===== src/rtl/div_unsigned_iter.sv =====
// Unsigned fixed-point divider: out = floor(in1 / in2 * 2^WFO) by radix-2 restoring
// long division, one quotient bit per clock, with a start/busy/done handshake.
module div_unsigned_iter #(
    parameter int WI1 = 4,
    parameter int WF1 = 12,
    parameter int WI2 = 4,
    parameter int WF2 = 12,
    parameter int WIO = 8,
    parameter int WFO = 8
) (
    input  logic                 CLK,
    input  logic                 RST,
    input  logic                 start,
    input  logic [WI1+WF1-1:0]   in1,
    input  logic [WI2+WF2-1:0]   in2,
    output logic                 busy,
    output logic                 done,
    output logic [WIO+WFO-1:0]   out,
    output logic                 ovf,
    output logic                 dz
);
    localparam int W1 = WI1 + WF1;
    localparam int W2 = WI2 + WF2;
    localparam int OW = WIO + WFO;
    localparam int SH = WFO + WF2 - WF1;
    localparam int WD = W1 + SH;
    localparam int WR = W2 + 1;
    localparam int CW = $clog2(WD + 1);
    localparam int QW = (WD > OW) ? WD : OW;

    generate
        if (WFO + WF2 < WF1) begin : g_bad_format
            $error("div_unsigned_iter: WFO+WF2 must be >= WF1");
        end
    endgenerate

    typedef enum logic {IDLE, RUN} state_t;

    state_t          state_q, state_d;
    logic [WD-1:0]   dvd_q, dvd_d;
    logic [W2-1:0]   dvs_q, dvs_d;
    logic [WR-1:0]   rem_q, rem_d;
    logic [WD-1:0]   quo_q, quo_d;
    logic [CW-1:0]   cnt_q, cnt_d;
    logic            busy_q, busy_d;
    logic            done_q, done_d;
    logic [OW-1:0]   out_q, out_d;
    logic            ovf_q, ovf_d;
    logic            dz_q, dz_d;

    logic [WR:0]     rem_sh;
    logic [WR:0]     rem_nx;
    logic            q_bit;
    logic [WD-1:0]   quo_nx;
    logic [QW-1:0]   q_ext;

    // One restoring step: bring in the next dividend bit, subtract if it fits.
    always_comb begin
        rem_sh = {rem_q, dvd_q[WD-1]};
        q_bit  = (rem_sh >= {2'b00, dvs_q});
        rem_nx = q_bit ? (rem_sh - {2'b00, dvs_q}) : rem_sh;
        quo_nx = WD'({quo_q, q_bit});
        q_ext  = QW'(quo_nx);
    end

    always_comb begin
        state_d = state_q;
        dvd_d   = dvd_q;
        dvs_d   = dvs_q;
        rem_d   = rem_q;
        quo_d   = quo_q;
        cnt_d   = cnt_q;
        busy_d  = busy_q;
        done_d  = 1'b0;
        out_d   = out_q;
        ovf_d   = ovf_q;
        dz_d    = dz_q;
        case (state_q)
            IDLE: begin
                if (start) begin
                    if (in2 == '0) begin
                        out_d  = '1;
                        dz_d   = 1'b1;
                        ovf_d  = 1'b0;
                        done_d = 1'b1;
                    end else begin
                        dvd_d   = WD'(in1) << SH;
                        dvs_d   = in2;
                        rem_d   = '0;
                        quo_d   = '0;
                        cnt_d   = CW'(WD - 1);
                        busy_d  = 1'b1;
                        state_d = RUN;
                    end
                end
            end
            RUN: begin
                rem_d = WR'(rem_nx);
                quo_d = quo_nx;
                dvd_d = dvd_q << 1;
                cnt_d = cnt_q - 1'b1;
                if (cnt_q == '0) begin
                    busy_d  = 1'b0;
                    done_d  = 1'b1;
                    dz_d    = 1'b0;
                    state_d = IDLE;
                    // Quotient bits beyond the output width saturate the result.
                    if (|(q_ext >> OW)) begin
                        out_d = '1;
                        ovf_d = 1'b1;
                    end else begin
                        out_d = q_ext[OW-1:0];
                        ovf_d = 1'b0;
                    end
                end
            end
            default: state_d = IDLE;
        endcase
    end

    always_ff @(posedge CLK or negedge RST) begin
        if (!RST) begin
            state_q <= IDLE;
            dvd_q   <= '0;
            dvs_q   <= '0;
            rem_q   <= '0;
            quo_q   <= '0;
            cnt_q   <= '0;
            busy_q  <= 1'b0;
            done_q  <= 1'b0;
            out_q   <= '0;
            ovf_q   <= 1'b0;
            dz_q    <= 1'b0;
        end else begin
            state_q <= state_d;
            dvd_q   <= dvd_d;
            dvs_q   <= dvs_d;
            rem_q   <= rem_d;
            quo_q   <= quo_d;
            cnt_q   <= cnt_d;
            busy_q  <= busy_d;
            done_q  <= done_d;
            out_q   <= out_d;
            ovf_q   <= ovf_d;
            dz_q    <= dz_d;
        end
    end

    assign busy = busy_q;
    assign done = done_q;
    assign out  = out_q;
    assign ovf  = ovf_q;
    assign dz   = dz_q;

endmodule


===== config.mk =====
export PLATFORM = sky130hd
export DESIGN_NAME = div_unsigned_iter
export DESIGN_NICKNAME = d
export VERILOG_FILES = /design/src/rtl/div_unsigned_iter.sv
export SDC_FILE = /design/constraint.sdc
export NUM_CORES = 1
export LEC_CHECK = 0
export BUFFER_PORTS_ARGS = -buffer_cell sky130_fd_sc_hd__buf_2
export CELL_PAD_IN_SITES_DETAIL_PLACEMENT = 0
export CELL_PAD_IN_SITES_GLOBAL_PLACEMENT = 1
export CORE_MARGIN = 5
export CORE_UTILIZATION = 28
export DETAILED_ROUTE_END_ITERATION = 7
export HOLD_SLACK_MARGIN = 0.08
export PLACE_DENSITY = 0.54
export SLEW_MARGIN = 20
export SYNTH_ARGS = -nofsm -noshare
export SYNTH_HDL_FRONTEND = slang
export SYNTH_SLANG_ARGS = --single-unit

===== constraint.sdc =====
create_clock -name CLK -period 2.7 [get_ports CLK]
set_input_delay 0.135 -clock CLK [delete_from_list [all_inputs] [get_ports CLK]]
set_output_delay 0.135 -clock CLK [all_outputs]
set_load 0.005 [all_outputs]

; ---- After elaboration in Yosys (flattened, before gate mapping)
; Cells that the tools add are included.
[totals]
register_bits = 106
inputBits = 35
out_inout_bits = 20
wordCells = 65
[op_classes]
addsub = 2
n_lt_le_gt_ge = 1
eq_ne = 4
n_mux = 38
bitwise_logic = 2
reduce_logical = 7
[ops]
columns = operator, n
row1 = $mux W16, 4
row2 = $mux W17, 3
row3 = $mux W24, 2
row4 = $pmux W24 S2, 1
row5 = $mux W23, 2
row6 = $pmux W23 S2, 1
row7 = $pmux W17 S2, 1
row8 = $pmux W16 S2, 1
row9 = $ge A18 B16 Y1, 1
row10 = $sub A17 B16 Y17, 1
row11 = $logic_not A16 Y1, 1
row12 = $mux W1, 15
row13 = $mux W5, 2
row14 = $pmux W1 S2, 5
row15 = $pmux W5 S2, 1
row16 = $reduce_and A3 Y1, 3
row17 = $reduce_or A8 Y1, 1
row18 = $ne A2 B2 Y1 const B, 3
row19 = $logic_not A5 Y1, 1
row20 = $sub A5 B1 Y5 const B, 1
row21 = $ne A2 B1 Y1 const B, 1
row22 = $not A1 Y1, 2
row23 = $reduce_and A2 Y1, 1

; ---- Longest topological paths before layout
; Gate-level depths: netlist of run 1.
[depth]
depth_word = 4
mapped_depth = 11
ltp_nobuf = 9

; ---- Least setup slack after synthesis of run 1
; Ideal clock, no wire load.
[synth_path]
path_kind = register to register
startpoint = register dvd_q[23]
endpoint = register rem_q[4]
setup_ns = 0.133
arrival_ns = 2.323
slack_ns = 0.243
path_stages_with_launch = 12
n_path_buf = 2
synth_period_minus_slack_ns = 2.457
path_cell_list = dfrtp_1 inv_1 ha_1 fa_1 nand2b_1 a21o_1 a21o_1 a211oi_4 or2_1 buf_4 buf_12 o211ai_2
[synth_between]
elab_chain_cells = 3
[synth_lines]
columns = item, line
row1 = from (decl), 40  ; logic [WD-1:0] dvd_q, dvd_d;
row2 = from (signal assigned), 136  ; dvd_q <= dvd_d;
row3 = $sub A17 B16 Y17 / $ge A18 B16 Y1 (equally long branches), "61, 60"
row4 = $mux W17 (*), 61  ; rem_nx = q_bit ? (rem_sh - {2'b00, dvs_q}) : rem_sh;
row5 = $pmux W17 S2 (*), 78  ; case (state_q)
row6 = to (signal assigned), 138  ; rem_q <= rem_d;
row7 = to (decl), 42  ; logic [WR-1:0] rem_q, rem_d;
; Mark *: on every way between the ends. The rest lies on a longest branch, timed or not.
; A chain may end at the register's enable or synchronous reset.

; ---- Worst setup path in the final report of run 1
[layout_path]
startpoint = register dvd_q[23]
endpoint = register rem_q[1]
; Same word-level chain as after synthesis.

==> impl_metrics.json, run 1 <==
{
  "outcome": "completed",
  "report.final.slew_viol_count": 0,
  "crit_buf_inv": 2,
  "synthesis.area_mm2": 0.00510,
  "max_stage_delay_ns": 0.38,
  "arrival_ns": 2.77,
  "core_mm2": 0.0180,
  "rows": 49,
  "final_common_cell": "dfrtp_1",
  "fillCellCount": 1817,
  "dp_hpwl_mm": 9.65,
  "wire_per_inst_um": 16.2,
  "ys_warn_count": 0,
  "crit_chain": "inv_1 > ha_1 > fa_1 > nand2b_1 > a21o_1 > a21o_1 > a211oi_4 > buf_4 > nor3_1 > a221o_1",
  "finalSetupTns_ns": 0,
  "grt_max_degree": 52,
  "ys.flop_type": "dfrtp_1",
  "worstMarginPinSlew_ns": 0.921,
  "routed_wl_mm": 13.4,
  "cp_data_required_time_ns": 2.94,
  "synth_seq_cells": 98,
  "slowest_stage": "fa_1",
  "hold_class": "input port to register",
  "syn2layout_area_growth_pct": 23.4,
  "synth-edff-count": 0,
  "port_buffers": 54,
  "min_path_cells": 3,
  "gr-total-overflow": 0,
  "grt_usage": 0.130,
  "crit_fanout": 12,
  "synth-seq-area-share": 0.481,
  "grt_pass1_vias": 4263,
  "fin_cells": 827,
  "gp_congestion": 0.815,
  "finalHoldViolCount": 0,
  "setup_viol": 0,
  "initial_core_util": 0.284,
  "fin_crit_ns": 2.53,
  "fp.dieW_um": 145,
  "cts_resized": 0,
  "dieArea_mm2": 0.0210,
  "fin_crit_sh": 0.938,
  "die_y_um": 145,
  "cpMostUsedCell": "a21o_1",
  "path_class": "register to register",
  "cts_htree_levels": 3,
  "drive_gt1_frac": 0.184,
  "ioPinCount": 55,
  "place_inst": 782,
  "leakage_nw": 2.78,
  "fmax_ghz": 0.395,
  "drc": 0,
  "vias": 4050,
  "end_kind": "register",
  "cts_buffers": 9,
  "report.power.total_mw": 8.73,
  "power_density_mw_per_mm2": 1390,
  "setup.worst_path.start_class": "register",
  "antenna_violating_nets_post_route": 0,
  "synth.net_count": 562,
  "cts-root-buf": "clkbuf_16",
  "reg2regPathDepth": 10,
  "clk_latency_ns": 0.35,
  "fin_skew_ns": 0.00987,
  "vias_per_cell": 4.90,
  "grt_first_pass_wirelength_mm": 22.7,
  "grt_setup_unrepaired": "no",
  "syn_area_per_cell_um2": 10.0,
  "relSlewSlack": 0.383,
  "cp.depth": 10,
  "async_reset_ff_frac": 1.00,
  "clock-sinks": 98,
  "clk_pin_slew_ns": 0.07,
  "cp_top_family": "compound AO/OA/AOI/OAI gates",
  "dr.pass1.iters": 4,
  "vdd_ir_drop_max_uv": 447,
  "maxCapViolations": 0,
  "initialDrtViolationCount": 210,
  "yosysUniqueCellTypes": 58,
  "diodes": 0,
  "syn-instance-count": 508,
  "cts_tree": "yes",
  "cts.path.max_buffers": 2,
  "nets": 647,
  "post-cts-setup-buffers": 0,
  "antenna_found_initial": 0,
  "final_util": 0.350,
  "final_cell_mix": "97 x dfrtp_1, 78 x nand2_1, 53 x buf_2"
}
## Yosys cell counts, types with 3 or more instances
| library cell | instances | area [um2] |
|---|---|---|
| mux2i_1 | 15 | 150 |
| o31a_1 | 3 | 26.3 |
| clkbuf_1 | 24 | 90.1 |
| nor2_1 | 14 | 52.6 |
| a211oi_1 | 7 | 52.6 |
| a221o_1 | 4 | 40.0 |
| o22a_1 | 16 | 140 |
| o21ai_0 | 42 | 210 |
| nand2b_1 | 10 | 62.6 |
| a211o_1 | 3 | 26.3 |
| inv_1 | 22 | 82.6 |
| ha_1 | 18 | 225 |
| a21o_1 | 10 | 75.1 |
| nand4_1 | 3 | 18.8 |
| a21oi_1 | 16 | 80.1 |
| nor2b_1 | 3 | 18.8 |
| nor3_1 | 8 | 40.0 |
| xnor2_1 | 5 | 43.8 |
| o21a_1 | 4 | 30.0 |
| a22o_1 | 23 | 201 |
| nand3_1 | 6 | 30.0 |
| nor4_1 | 6 | 37.5 |
| and3_1 | 3 | 18.8 |
| dfrtp_1 | 98 | 2450 |
| buf_2 | 4 | 20.0 |
| or2_2 | 3 | 18.8 |
| o211ai_1 | 8 | 60.1 |
| or3_1 | 4 | 25.0 |
| xor2_1 | 4 | 35.0 |
| nand2_1 | 78 | 293 |
| o211ai_2 | 9 | 113 |
| o2111ai_1 | 4 | 35.0 |
## sequential cells by signal (all words and copies together), names as in the netlist
signal	cells
dvs_q	16
dz	1
rem_q	17
dvd_q	16
busy	1
cnt_q	5
done	1
out	16
ovf	1
quo_q	23
state_q	1
## per-layer routing
layer  share of wire  vias up  track usage
met5               0        -            0
met2            0.45       52        0.203
met1            0.51     1961        0.184
met4           0.013        0       0.0377
met3           0.025       13       0.0240
li1                -     2024            -
## area by class of cell
class                   instances  area (um2)  area share
multi-input cells             357        2430       0.387
clock buffers                  12         246      0.0392
clock inverters                 4        35.0     0.00557
flip-flops and latches         98        2450       0.390
inverters                      22        82.6      0.0131
well taps                     229         287      0.0455
repair buffers                105         753       0.120
## metrics by stage
| stage | setup WS (ns) | instance area [um2] | hold WS, ns |
|---|---|---|---|
| after floorplan | 0.243 | 5100 | -0.161 |
| after global placement | 0.182 | 5720 | 0.217 |
| after detailed placement | 0.166 | 5720 | 0.211 |
| after CTS | 0.157 | 6290 | 0.0800 |
| after global routing | 0.00798 | 6290 | 0.0927 |
| final | 0.168 | 6290 | 0.0808 |
## path summary, 6_finish.rpt
check,startpoint,to,slack (ns)
min in group asynchronous,RST,out[1],0.35
worst max register to register,dvd_q[23],rem_q[1],0.17
max in group asynchronous,RST,dvs_q[0],1.54
worst min register to register,dvd_q[19],dvd_q[20],0.49
worst min-delay path,in1[8],dvd_q[16],0.08
worst max-delay path,dvd_q[23],rem_q[1],0.17
## cell families after synthesis
group	after synthesis	synth area share
compound gates	166	0.244
simple gates	147	0.135
flops	98	0.481
buf+inv	53	0.0447
fa+ha+maj	19	0.0481
mux	16	0.0317
xor+xnor	9	0.0155
## worst min-delay path, delay by kind of cell
| family | cells | cell delay (ns) |
|---|---|---|
| compound gates | 1 | 0.14 |
| mux | 1 | 0.05 |
| buf+inv | 1 | 0.08 |
## timing repair
item,4_1_cts,5_1_grt
setup endpoints to repair,0,0
hold buffers,29,0
endpoints found under the hold margin,76,0
## power by group
part           internal [mW]  total [mW]  switching (mW)  leakage, nW
Combinational           2.22        4.82            2.60         1.47
Clock                  0.660        1.25           0.585        0.137
Sequential              2.18        2.67           0.488         1.17
Note: power is estimated with default switching activity, not from simulation.
==> inputs of run 2 (changes only) <==
--- a/config.mk
+++ b/config.mk
@@ -12,7 +12,7 @@
 export CORE_UTILIZATION = 28
 export DETAILED_ROUTE_END_ITERATION = 7
 export HOLD_SLACK_MARGIN = 0.08
-export PLACE_DENSITY = 0.54
+export PLACE_DENSITY_LB_ADDON = 0.1
 export SLEW_MARGIN = 20
 export SYNTH_ARGS = -nofsm -noshare
 export SYNTH_HDL_FRONTEND = slang
==> impl_metrics.json, run 2 (synthesized netlist as in run 1, its figures left out) <==
{
  "setup_viol": 0,
  "maxCapViolations": 0,
  "finalSetupTns_ns": 0,
  "cts.path.max_buffers": 2,
  "final_cell_mix": "97 x dfrtp_1, 78 x nand2_1, 53 x buf_2",
  "multiInputGateArea_mm2": 0.00244,
  "largestRegisters": "quo_q (23), rem_q (17)",
  "min_path_cells": 3,
  "dr.pass1.iters": 4,
  "reg2regPathDepth": 11,
  "clk_pin_slew_ns": 0.07,
  "grt_setup_unrepaired": "no",
  "relSlewSlack": 0.490,
  "setup.worst_path.start_class": "register",
  "netSwitchingFraction": 0.413,
  "nets": 648,
  "largest_reg_flops": 23,
  "antenna_violating_nets_post_route": 0,
  "p_clk_frac": 0.154,
  "vdd_ir_drop_max_uv": 393,
  "slowest_stage": "dfrtp_1",
  "comb_power_share": 0.549,
  "diodes": 0,
  "drc": 0,
  "end_kind": "register",
  "rows": 49,
  "power_density_mw_per_mm2": 1390,
  "syn2layout_area_growth_pct": 24.8,
  "clk_latency_ns": 0.35,
  "cts-root-buf": "clkbuf_16",
  "p_switching_mw": 3.66,
  "gp_congestion": 0.768,
  "core_mm2": 0.0180,
  "ff_latch_area_mm2": 0.00245,
  "power_frac_seq": 0.297,
  "final_common_cell": "dfrtp_1",
  "finalHoldViolCount": 0,
  "fin_crit_ns": 2.56,
  "cts_htree_levels": 3,
  "initialDrtViolationCount": 135,
  "port_buffers": 54,
  "fin_skew_ns": 0.00884,
  "worstMarginPinSlew_ns": 0.759,
  "reg2reg_to": "rem_q[1]",
  "crit_buf_inv": 3,
  "cp_data_required_time_ns": 2.93,
  "max_stage_delay_ns": 0.36,
  "r2r_setup_slack_ns": 0.14,
  "hold_class": "input port to register",
  "vias": 4093,
  "crit_chain": "inv_1 > ha_1 > fa_2 > nand2b_4 > a21o_1 > a21o_1 > a211oi_4 > buf_4 > buf_4 > nor3_1 > a221o_1",
  "cp_top_family": "compound AO/OA/AOI/OAI gates",
  "die_y_um": 145,
  "hp-start": "in1[8]",
  "arrival_ns": 2.79,
  "grt_max_degree": 62,
  "dieArea_mm2": 0.0210,
  "reg2reg_from": "dvd_q[23]",
  "cts_buffers": 9,
  "crit_fanout": 5,
  "fp.dieW_um": 145,
  "cts_tree": "yes",
  "vias_per_cell": 4.94,
  "grt_first_pass_wirelength_mm": 22.9,
  "fin_crit_sh": 0.948,
  "ioPinCount": 55,
  "hold_path_end": "dvd_q[16]",
  "gr-total-overflow": 0,
  "top_register": "quo_q",
  "placed_cell_area_mm2": 0.00572,
  "final_area_mm2": 0.00636,
  "report.power.total_mw": 8.84,
  "holdWs_ns": 0.0946,
  "fmax_ghz": 0.391,
  "routed_wl_mm": 13.6,
  "grt_pass1_vias": 4276,
  "outcome": "completed",
  "leakage_nw": 2.81,
  "wire_per_inst_um": 16.4,
  "fillCellCount": 1838,
  "initial_core_util": 0.284,
  "path_class": "register to register",
  "clock-sinks": 98,
  "report.final.slew_viol_count": 0,
  "grt_usage": 0.132,
  "internal_power_mw": 5.19,
  "dp_hpwl_mm": 9.58,
  "antenna_found_initial": 0,
  "drive_gt1_frac": 0.194
}
run 2: area by class of cell:
class,instances,share of cell area
clock inverter,6,0.0114
multi-input combinational,357,0.384
timing repair buffer,106,0.123
inverter,22,0.0130
tap,229,0.0450
sequential,98,0.386
clock buffer,10,0.0376
run 2: metal layers:
| metal | part of all wire | routed length [um] | up-vias | track usage |
|---|---|---|---|---|
| li1 | - | - | 2026 | - |
| met1 | 0.51 | 6860 | 2007 | 0.188 |
| met2 | 0.46 | 6180 | 46 | 0.206 |
| met3 | 0.023 | 311 | 14 | 0.0215 |
| met4 | 0.016 | 214 | 0 | 0.0410 |
| met5 | 0 | 0 | - | 0 |
run 2: power groups by stage:
| stage | Clock (mW) | Sequential [mW] | Combinational, mW |
|---|---|---|---|
| 6_report | 1.36 | 2.62 | 4.86 |
| 5_1_grt | 1.46 | 2.71 | 5.47 |
| 4_1_cts | 1.42 | 2.63 | 4.83 |
| 3_5_place_dp | 0 | 2.65 | 4.79 |
| 3_3_place_gp | 0 | 2.65 | 4.72 |
| 2_1_floorplan | 0 | 2.54 | 3.63 |
run 2: worst max-delay path by stage:
stage          startpoint         to  slack [ns]  cells after the start
2_1_floorplan   dvd_q[23]   rem_q[4]        0.24                     11
3_3_place_gp    dvd_q[23]   rem_q[0]        0.17                     10
3_5_place_dp    dvd_q[23]  rem_q[15]        0.02                     10
4_1_cts         dvd_q[23]  rem_q[15]       0.005                     10
5_1_grt         dvd_q[23]   rem_q[1]        0.01                     11
6_report        dvd_q[23]   rem_q[1]        0.14                     11
run 2: through the flow:
step,setup slack [ns],util,cells
after floorplan,0.243,-,508
after global placement,0.167,0.319,779
after detailed placement,0.0236,0.319,779
after CTS,0.00451,0.352,823
after global routing,0.0105,0.354,828
final,0.139,0.354,828
run 2: worst min-delay path, stage by stage:
cell and delay (ns):
buf_2 0.08, mux2i_1 0.05, o21ai_0 0.14
run 2: repair_timing:
action	4_1_cts	5_1_grt
setup endpoints to repair	0	18
gates resized for setup	0	4
hold buffers	28	0
setup buffers	0	5
hold endpoints to repair	64	0
==> inputs of run 3 (changes only) <==
--- a/config.mk
+++ b/config.mk
@@ -8,11 +8,13 @@
 export BUFFER_PORTS_ARGS = -buffer_cell sky130_fd_sc_hd__buf_2
 export CELL_PAD_IN_SITES_DETAIL_PLACEMENT = 0
 export CELL_PAD_IN_SITES_GLOBAL_PLACEMENT = 1
+export CORE_ASPECT_RATIO = 0.7
 export CORE_MARGIN = 5
 export CORE_UTILIZATION = 28
 export DETAILED_ROUTE_END_ITERATION = 7
 export HOLD_SLACK_MARGIN = 0.08
 export PLACE_DENSITY_LB_ADDON = 0.1
+export REMOVE_ABC_BUFFERS = 1
 export SLEW_MARGIN = 20
 export SYNTH_ARGS = -nofsm -noshare
 export SYNTH_HDL_FRONTEND = slang
==> impl_metrics.json, run 3 (synthesized netlist as in run 1, its figures left out) <==
{
  "fin_cells": 836,
  "largest_reg_flops": 23,
  "power_density_mw_per_mm2": 1400,
  "initialDrtViolationCount": 237,
  "grt_max_degree": 57,
  "drc": 0,
  "final_area_mm2": 0.00633,
  "grt_usage": 0.135,
  "hold_class": "input port to register",
  "port_buffers": 54,
  "arrival_ns": 2.78,
  "cts_buffers": 9,
  "vias_per_cell": 4.88,
  "final_util": 0.352,
  "cp_data_required_time_ns": 2.94,
  "leakage_nw": 2.80,
  "final_cell_mix": "97 x dfrtp_1, 78 x nand2_1, 53 x buf_2",
  "maxCapViolations": 0,
  "clock-sinks": 98,
  "diodes": 0,
  "report.final.slew_viol_count": 0,
  "gr-total-overflow": 0,
  "antenna_violating_nets_post_route": 0,
  "finalHoldViolCount": 0,
  "relSlewSlack": 0.403,
  "dr.pass1.iters": 4,
  "nets": 649,
  "holdWs_ns": 0.0946,
  "die_y_um": 123,
  "antenna_found_initial": 0,
  "vias": 4076,
  "grt_pass1_vias": 3956,
  "dp_hpwl_mm": 9.77,
  "fin_skew_ns": 0.00605,
  "dieArea_mm2": 0.0211,
  "fin_crit_ns": 2.54,
  "cts.path.max_buffers": 2,
  "fp.dieW_um": 171,
  "top_register": "quo_q",
  "ioPinCount": 55,
  "setup.worst_path.start_class": "register",
  "rows": 41,
  "clk_pin_slew_ns": 0.08,
  "syn2layout_area_growth_pct": 24.1,
  "cts_tree": "yes",
  "fin_crit_sh": 0.940,
  "fmax_ghz": 0.394,
  "end_kind": "register",
  "worstMarginPinSlew_ns": 0.891,
  "vdd_ir_drop_max_uv": 375,
  "initial_core_util": 0.284,
  "routed_wl_mm": 13.7,
  "core_mm2": 0.0180,
  "gp_congestion": 0.770,
  "setup_viol": 0,
  "place_inst": 790,
  "drive_gt1_frac": 0.195,
  "crit_fanout": 9,
  "clk_latency_ns": 0.35,
  "outcome": "completed",
  "largestRegisters": "quo_q (23), rem_q (17)",
  "cts_htree_levels": 3,
  "grt_first_pass_wirelength_mm": 22.0,
  "final_common_cell": "dfrtp_1",
  "wire_per_inst_um": 16.4,
  "placed_cell_area_mm2": 0.00572,
  "cts-root-buf": "clkbuf_16",
  "path_class": "register to register",
  "grt_setup_unrepaired": "no"
}
[run 3: worst paths after layout]
| path | from | depth (start not counted) | slack (ns) | to |
|---|---|---|---|---|
| min in group asynchronous | RST | 2 | 0.32 | dvs_q[10] |
| max | dvd_q[23] | 10 | 0.16 | rem_q[2] |
| min reg2reg | busy | 1 | 0.47 | busy |
| min | in1[5] | 3 | 0.09 | dvd_q[13] |
| max reg2reg | dvd_q[23] | 10 | 0.16 | rem_q[2] |
| max in group asynchronous | RST | 3 | 1.63 | rem_q[8] |
[run 3: per-stage QoR]
step,power (mW),setup TNS (ns),setup WS [ns]
4_1_cts,8.89,0,0.132
2_1_floorplan,6.07,-37.14,-0.959
3_5_place_dp,7.49,0,0.159
3_3_place_gp,7.49,0,0.229
6_report,8.87,0,0.162
5_1_grt,9.65,0,0.0123
[run 3: cell type report]
cell class	count	area, um2
clock inverter	7	72.6
clock buffer	9	225
timing repair buffer	107	761
tap	236	295
multi-input combinational	357	2440
inverter	22	82.6
fill	1876	11600
sequential	98	2450
[run 3: critical path, cell delays in order (launching register included)]
cell      delay (ns)
dfrtp_1         0.37
inv_1           0.05
ha_1            0.21
fa_1            0.40
nand2b_4        0.16
a21o_1          0.17
a21o_1          0.20
a211oi_4        0.36
buf_6           0.19
nor3_1          0.05
a221o_1         0.26
[run 3: layer usage]
layer / routed length, um / share of wire / track usage
met1: 7420 / 0.54 / 0.212
met2: 5520 / 0.40 / 0.184
met3: 616 / 0.045 / 0.0300
met4: 161 / 0.012 / 0.0351
met5: 0 / 0 / 0
[run 3: repair_timing]
action / CTS / global route
buffers inserted: 0 / 2
resized for setup: 0 / 8
hold buffers: 28 / 0
hold endpoints to repair: 69 / 0
endpoints found under the setup margin: 0 / 7
[run 3: report_power, final]
group | leakage [nW] | switching, mW | internal [mW]
sequential | 1.17 | 0.470 | 2.18
clock | 0.143 | 0.651 | 0.654
combinational | 1.49 | 2.63 | 2.28
total | 2.80 | 3.75 | 5.11
